## src/rtl/apu_pkg.sv

```systemverilog
// rtl/apu_pkg.sv - shared APU frame timing constants and mode encodings.
package apu_pkg;

  localparam int unsigned CNT_W = 15;

  localparam int unsigned STEP1_DEF = 3729;
  localparam int unsigned STEP2_DEF = 7457;
  localparam int unsigned STEP3_DEF = 11186;
  localparam int unsigned STEP4_DEF = 14915;
  localparam int unsigned STEP5_DEF = 18641;

  typedef enum logic {
    MODE_4STEP = 1'b0,
    MODE_5STEP = 1'b1
  } seq_mode_e;

endpackage

```

## src/rtl/frame_sequencer_if.sv

```systemverilog
// rtl/frame_sequencer_if.sv - control strobes in, frame ticks and IRQ out.
interface frame_sequencer_if;

  logic       in_apu_en;
  logic       in_wr;
  logic [1:0] in_wr_data;
  logic       in_irq_ack;
  logic       qfr_tick;
  logic       hfr_tick;
  logic       frame_irq;

  modport master (
    output in_apu_en, in_wr, in_wr_data, in_irq_ack,
    input  qfr_tick, hfr_tick, frame_irq
  );

  modport slave (
    input  in_apu_en, in_wr, in_wr_data, in_irq_ack,
    output qfr_tick, hfr_tick, frame_irq
  );

endinterface

```

## src/rtl/frame_sequencer.sv

```systemverilog
// rtl/frame_sequencer.sv - APU frame sequencer: quarter/half-frame strobes
// and the 4-step frame interrupt, driven by an APU-cycle counter.
module frame_sequencer
  import apu_pkg::*;
#(
  parameter int unsigned STEP1 = STEP1_DEF,
  parameter int unsigned STEP2 = STEP2_DEF,
  parameter int unsigned STEP3 = STEP3_DEF,
  parameter int unsigned STEP4 = STEP4_DEF,
  parameter int unsigned STEP5 = STEP5_DEF
) (
  input logic              in_clk,
  input logic              in_rst,
  frame_sequencer_if.slave bus
);

  localparam logic [CNT_W-1:0] S1 = CNT_W'(STEP1);
  localparam logic [CNT_W-1:0] S2 = CNT_W'(STEP2);
  localparam logic [CNT_W-1:0] S3 = CNT_W'(STEP3);
  localparam logic [CNT_W-1:0] S4 = CNT_W'(STEP4);
  localparam logic [CNT_W-1:0] S5 = CNT_W'(STEP5);

  logic [CNT_W-1:0] cnt, cnt_n;
  seq_mode_e        mode, mode_n;
  logic             inhibit, inhibit_n;
  logic             qfr_q, qfr_n;
  logic             hfr_q, hfr_n;
  logic             irq_q, irq_n;
  logic             hit_qtr, hit_half, hit_end;

  always_comb begin
    cnt_n     = cnt;
    mode_n    = mode;
    inhibit_n = inhibit;
    qfr_n     = 1'b0;
    hfr_n     = 1'b0;
    irq_n     = irq_q;

    hit_qtr  = bus.in_apu_en && (cnt == S1 || cnt == S3);
    hit_half = bus.in_apu_en && (cnt == S2);
    hit_end  = bus.in_apu_en &&
               ((mode == MODE_4STEP && cnt == S4) ||
                (mode == MODE_5STEP && cnt == S5));

    if (bus.in_irq_ack)
      irq_n = 1'b0;

    // A register write overrides any step match on the same cycle.
    if (bus.in_wr) begin
      cnt_n     = '0;
      mode_n    = seq_mode_e'(bus.in_wr_data[1]);
      inhibit_n = bus.in_wr_data[0];
      qfr_n     = bus.in_wr_data[1];
      hfr_n     = bus.in_wr_data[1];
      if (bus.in_wr_data[0])
        irq_n = 1'b0;
    end else begin
      cnt_n = hit_end ? '0 : cnt + {{(CNT_W-1){1'b0}}, bus.in_apu_en};
      qfr_n = hit_qtr | hit_half | hit_end;
      hfr_n = hit_half | hit_end;
      // Setting after the ack clear lets a coincident set win.
      if (hit_end && mode == MODE_4STEP && !inhibit)
        irq_n = 1'b1;
    end
  end

  always_ff @(posedge in_clk or posedge in_rst) begin
    if (in_rst) begin
      cnt     <= '0;
      mode    <= MODE_4STEP;
      inhibit <= 1'b0;
      qfr_q   <= 1'b0;
      hfr_q   <= 1'b0;
      irq_q   <= 1'b0;
    end else begin
      cnt     <= cnt_n;
      mode    <= mode_n;
      inhibit <= inhibit_n;
      qfr_q   <= qfr_n;
      hfr_q   <= hfr_n;
      irq_q   <= irq_n;
    end
  end

  assign bus.qfr_tick  = qfr_q;
  assign bus.hfr_tick  = hfr_q;
  assign bus.frame_irq = irq_q;

endmodule

```

## src/flat_wrapper.sv

```systemverilog
// flat-port wrapper written by rule: the top's interface ports become plain ports
module frame_sequencer_flat import apu_pkg::*;
#(
  parameter int unsigned STEP1 = STEP1_DEF,
  parameter int unsigned STEP2 = STEP2_DEF,
  parameter int unsigned STEP3 = STEP3_DEF,
  parameter int unsigned STEP4 = STEP4_DEF,
  parameter int unsigned STEP5 = STEP5_DEF
)
  (in_clk, in_rst, bus_in_apu_en, bus_in_wr, bus_in_wr_data, bus_in_irq_ack, bus_qfr_tick, bus_hfr_tick, bus_frame_irq);
  frame_sequencer_if bus_i ();
  input logic in_clk;
  input logic in_rst;
  input wire logic [$bits(bus_i.in_apu_en)-1:0] bus_in_apu_en;
  input wire logic [$bits(bus_i.in_wr)-1:0] bus_in_wr;
  input wire logic [$bits(bus_i.in_wr_data)-1:0] bus_in_wr_data;
  input wire logic [$bits(bus_i.in_irq_ack)-1:0] bus_in_irq_ack;
  output wire logic [$bits(bus_i.qfr_tick)-1:0] bus_qfr_tick;
  output wire logic [$bits(bus_i.hfr_tick)-1:0] bus_hfr_tick;
  output wire logic [$bits(bus_i.frame_irq)-1:0] bus_frame_irq;
  assign bus_i.in_apu_en = bus_in_apu_en;
  assign bus_i.in_wr = bus_in_wr;
  assign bus_i.in_wr_data = bus_in_wr_data;
  assign bus_i.in_irq_ack = bus_in_irq_ack;
  assign bus_qfr_tick = bus_i.qfr_tick;
  assign bus_hfr_tick = bus_i.hfr_tick;
  assign bus_frame_irq = bus_i.frame_irq;
  frame_sequencer #(.STEP1(STEP1), .STEP2(STEP2), .STEP3(STEP3), .STEP4(STEP4), .STEP5(STEP5)) u_core (.in_clk(in_clk), .in_rst(in_rst), .bus(bus_i));
endmodule
```

## config.mk

```make
export PLATFORM = sky130hd
export DESIGN_NAME = frame_sequencer_flat
export DESIGN_NICKNAME = d
export VERILOG_FILES = /design/src/rtl/apu_pkg.sv /design/src/rtl/frame_sequencer_if.sv /design/src/rtl/frame_sequencer.sv /design/src/flat_wrapper.sv
export SDC_FILE = /design/constraint.sdc
export NUM_CORES = 1
export LEC_CHECK = 0
export ABC_CLOCK_PERIOD_IN_PS = 1500
export CAP_MARGIN = 20
export CORE_MARGIN = 3
export CORE_UTILIZATION = 30
export CTS_BUF_LIST = sky130_fd_sc_hd__clkbuf_8
export DETAILED_ROUTE_END_ITERATION = 6
export DONT_BUFFER_PORTS = 1
export PLACE_DENSITY = 0.52
export SLEW_MARGIN = 0
export SYNTH_ARGS = -nofsm -noshare
export SYNTH_HDL_FRONTEND = slang
export SYNTH_SLANG_ARGS = --single-unit
```

## constraint.sdc

```tcl
create_clock -name in_clk -period 1.5 [get_ports in_clk]
set_input_delay 0.3 -clock in_clk [delete_from_list [all_inputs] [get_ports in_clk]]
set_output_delay 0.3 -clock in_clk [all_outputs]
set_load 0.1 [all_outputs]
```

==> impl_metrics.csv, run 1 <==
group,metric,value,unit
yosys,syn_inst,110,
setup_path,cp.required,1650,ps
run,maxCapViolations,0,
route,dr_wl_met2,1.17,mm
route,dr_total_vias,872,
setup_path,critical_path_arrival,1640,ps
setup_path,path_max_fanout,15,
yosys,syn_nets,119,
finish,final_nets,130,
setup_path,ff2ff_path_depth,5,
timing,max_slew_margin,77.8,%
setup_path,critPathMaxStageDelay,430,ps
floorplan,dieHeight,69.3,um
route,wl_met3,98,um
finish,n_antenna_cell,0,
yosys,ys_warn_count,0,
finish,drive_above_1_share,30.0,%
clocking,path_clk_slew,80,ps
place,hpwl,1.79,mm
timing,finClkSkew,4.91,ps
setup_path,slowest_stage,"dfrtp_1",
floorplan,core_area,0.00377,mm^2
timing,drv_slew,0,
setup_path,rr_startpoint,"u_core.cnt[13]",
place,gp_congestion,0.774,
timing,rsz0062_at_grt,"yes",
setup_path,crit_path_end_kind,"register",
clocking,clock_latency,260,ps
setup_path,path_cells,"nor4b_4 > nand4_2 > a21oi_4 > buf_12 > nor3b_1",
grt,grt_usage,11.5,%
setup_path,reg2reg_slack,9,ps
grt,grt_pass1_wl,4.45,mm
setup_path,cp-endpoint,"u_core.cnt[0]",
yosys,synth_seq_cells,20,
setup_path,critPathKind,"register to register",
setup_path,start_kind,"register",
timing,fin_ws,8.66,ps
yosys,mappedNetlistArea,0.00120,mm^2
finish,fillers,376,
setup_path,startpoint,"u_core.cnt[13]",
route,drt_wl_total,2.55,mm
grt,grt_pass1_vias,895,
yosys,yosysSeqAreaShare,41.6,%
timing,tightest_slew,328,ps
floorplan,io_pins,10,
min_path,hold_class,"input port to register",
setup_path,cp.buffers_inverters,1,
route,post_drt_wl_per_cell,15.2,um
clocking,cts_sinks,20,
floorplan,start_util,31.9,%
grt,overflow,0,
power,p_leak,0.603,nW
route,drcViolationCount,0,
timing,fmax,671,MHz
finish,fin_area,0.00138,mm^2
clocking,htree_num_levels,1,
timing,min_period,1490,ps
floorplan,fp.dieW,69.3,um
grt,grt_max_degree,23,
route,avgViaCountPerCell,5.19,
setup_path,path_depth,5,
route,drtPass1Iterations,4,
clocking,cts.path.max_buffers,2,
timing,hold_violations,0,
route,drtIter0Drc,37,
run_status,status,"finished clean",
route,ant_nets,0,
timing,finalCritPeriodShare,99.4,%
timing,final-setup-viol-count,0,
place,placed_cell_area,0.00131,mm^2
setup_path,path_delay_family,"simple AND/OR/NAND/NOR gates",
yosys,syn_area_per_cell,10.9,um^2
floorplan,core.rowCount,22,
finish,syn2layout_area_growth,14.7,%
clocking,clockRootBuffer,"clkbuf_8",
place,io_buffers,0,
clocking,cts_tree,"done",
power,p_per_area,767,mW/mm^2
finish,finalNonFillerCells,168,
route,wl_met1,1.25,mm
clocking,cts_inserted_buffers,3,
setup_path,r2r-end,"u_core.cnt[0]",
route,highest_layer,"met4",
grt,antenna_found_initial,0,
power,vdd_ir_drop_max,0.378,mV
place,place_inst,163,
place,dpl_worst_slack,0.412,ps
yosys,synth_cell_type_count,35,
floorplan,dieArea,0.00481,mm^2
==> final cells by class <==
class	count	area [um^2]	area share [%]
multi-input combinational	80	639	46.3
inverter	3	11.3	0.816
tap	48	60.1	4.35
sequential	20	502	36.4
timing repair buffer	13	113	8.16
clock buffer	4	55.1	3.99
==> kinds of logic (layout without fill, tap and decap cells) <==
| group | count (synthesis) | after routing | share of synthesized area, % |
|---|---|---|---|
| buffers and inverters | 10 | 20 | 5.30 |
| AND/OR/NAND/NOR | 59 | 59 | 37.2 |
| AO/OA/AOI/OAI | 6 | 6 | 4.37 |
| XOR/XNOR | 13 | 13 | 9.46 |
| flip-flops | 20 | 20 | 41.6 |
| adder cells (fa/ha/maj) | 2 | 2 | 2.08 |
==> placed cells by master (no fill, tap or decap), drive strengths merged, types with 2 or more instances in the layout <==
cell type  instances
and3               4
nor3b              2
nand4              8
clkbuf             4
inv                3
and2               2
nor4b              3
nand2              5
and4bb             3
ha                 2
xor2              12
nor3              14
nand4b             2
nor2               3
and4               4
o21ai              2
nand3              7
dfrtp             20
buf               12
==> report_power, final <==
part	switching, mW	internal [mW]
Sequential	0.0101	0.552
Clock	0.181	0.234
Combinational	0.0511	0.0307
Total	0.243	0.816
==> state kept, by name, indices dropped and copies added, names as in the netlist <==
| register | flops |
|---|---|
| u_core.cnt | 15 |
| u_core.mode | 1 |
| u_core.bus.qfr_tick | 1 |
| u_core.inhibit | 1 |
| u_core.bus.hfr_tick | 1 |
| u_core.bus.frame_irq | 1 |
==> layer usage <==
metal  GRT usage (%)  up-vias
li1                -      421
met1            15.8      427
met2            17.3       20
met3            3.62        4
met4            3.47        0
met5               0        -
==> synth_stat cells <==
master | n | area, um^2
and4_2 | 1 | 10.0
nand2_1 | 5 | 18.8
o21ai_0 | 2 | 10.0
dfrtp_1 | 20 | 500
and4bb_2 | 3 | 37.5
ha_1 | 2 | 25.0
nor2_1 | 3 | 11.3
and2_1 | 1 | 6.26
o41ai_1 | 1 | 8.76
nand3b_1 | 1 | 7.51
buf_12 | 1 | 20.0
nor3_1 | 4 | 20.0
and2b_2 | 1 | 8.76
clkbuf_1 | 2 | 7.51
inv_1 | 3 | 11.3
xor2_1 | 12 | 105
and3_1 | 4 | 25.0
xnor2_1 | 1 | 8.76
o2111ai_1 | 1 | 8.76
nand4_2 | 1 | 12.5
and2_0 | 1 | 6.26
nor4b_4 | 1 | 23.8
nand4_1 | 7 | 43.8
nor4b_1 | 2 | 17.5
nor3_2 | 10 | 100
nand4b_1 | 2 | 17.5
clkbuf_2 | 1 | 5.00
a21oi_4 | 1 | 16.3
nand3_2 | 1 | 10.0
buf_2 | 1 | 5.00
buf_4 | 2 | 15.0
and4_1 | 3 | 26.3
nor3b_1 | 2 | 15.0
nand3_1 | 6 | 30.0
a211o_1 | 1 | 8.76
==> how the worst min path moves through the flow <==
stage,from,end,slack (ps),cells after the start
2_1_floorplan,in_rst,u_core.bus.frame_irq,260,1
3_3_place_gp,in_rst,u_core.inhibit,240,2
3_5_place_dp,in_rst,u_core.bus.frame_irq,240,2
4_1_cts,bus_in_wr,u_core.cnt[9],80,1
5_1_grt,bus_in_wr,u_core.cnt[9],80,1
6_report,bus_in_wr,u_core.cnt[8],90,1
==> stage by stage <==
step / power (mW) / TNS (ps) / hold slack [ps] / utilization, %
4_1_cts: 1.08 / 0 / 81.1 / 36.6
3_5_place_dp: 0.652 / 0 / 241 / 34.8
2_1_floorplan: 0.639 / 0 / 264 / -
6_report: 1.06 / 0 / 92.9 / 36.6
5_1_grt: 1.11 / -1100 / 77.4 / 36.6
3_3_place_gp: 0.652 / -1.63 / 237 / 34.8
==> timing repair <==
item,4_1_cts,5_1_grt
resized for setup,1,0
hold buffers,1,0
pin swaps,1,2
setup buffers,0,0
endpoints found under the setup margin,15,17
hold endpoints to repair,20,0
Power figures use the tool's default switching activity.
==> inputs of run 2 (changes only) <==
--- a/config.mk
+++ b/config.mk
@@ -9,7 +9,7 @@
 export CAP_MARGIN = 20
 export CORE_MARGIN = 3
 export CORE_UTILIZATION = 30
-export CTS_BUF_LIST = sky130_fd_sc_hd__clkbuf_8
+export CTS_CLUSTER_SIZE = 12
 export DETAILED_ROUTE_END_ITERATION = 6
 export DONT_BUFFER_PORTS = 1
 export PLACE_DENSITY = 0.52
==> results of run 2 <==
Final layout, timing and power as in run 1 (identical DEF).
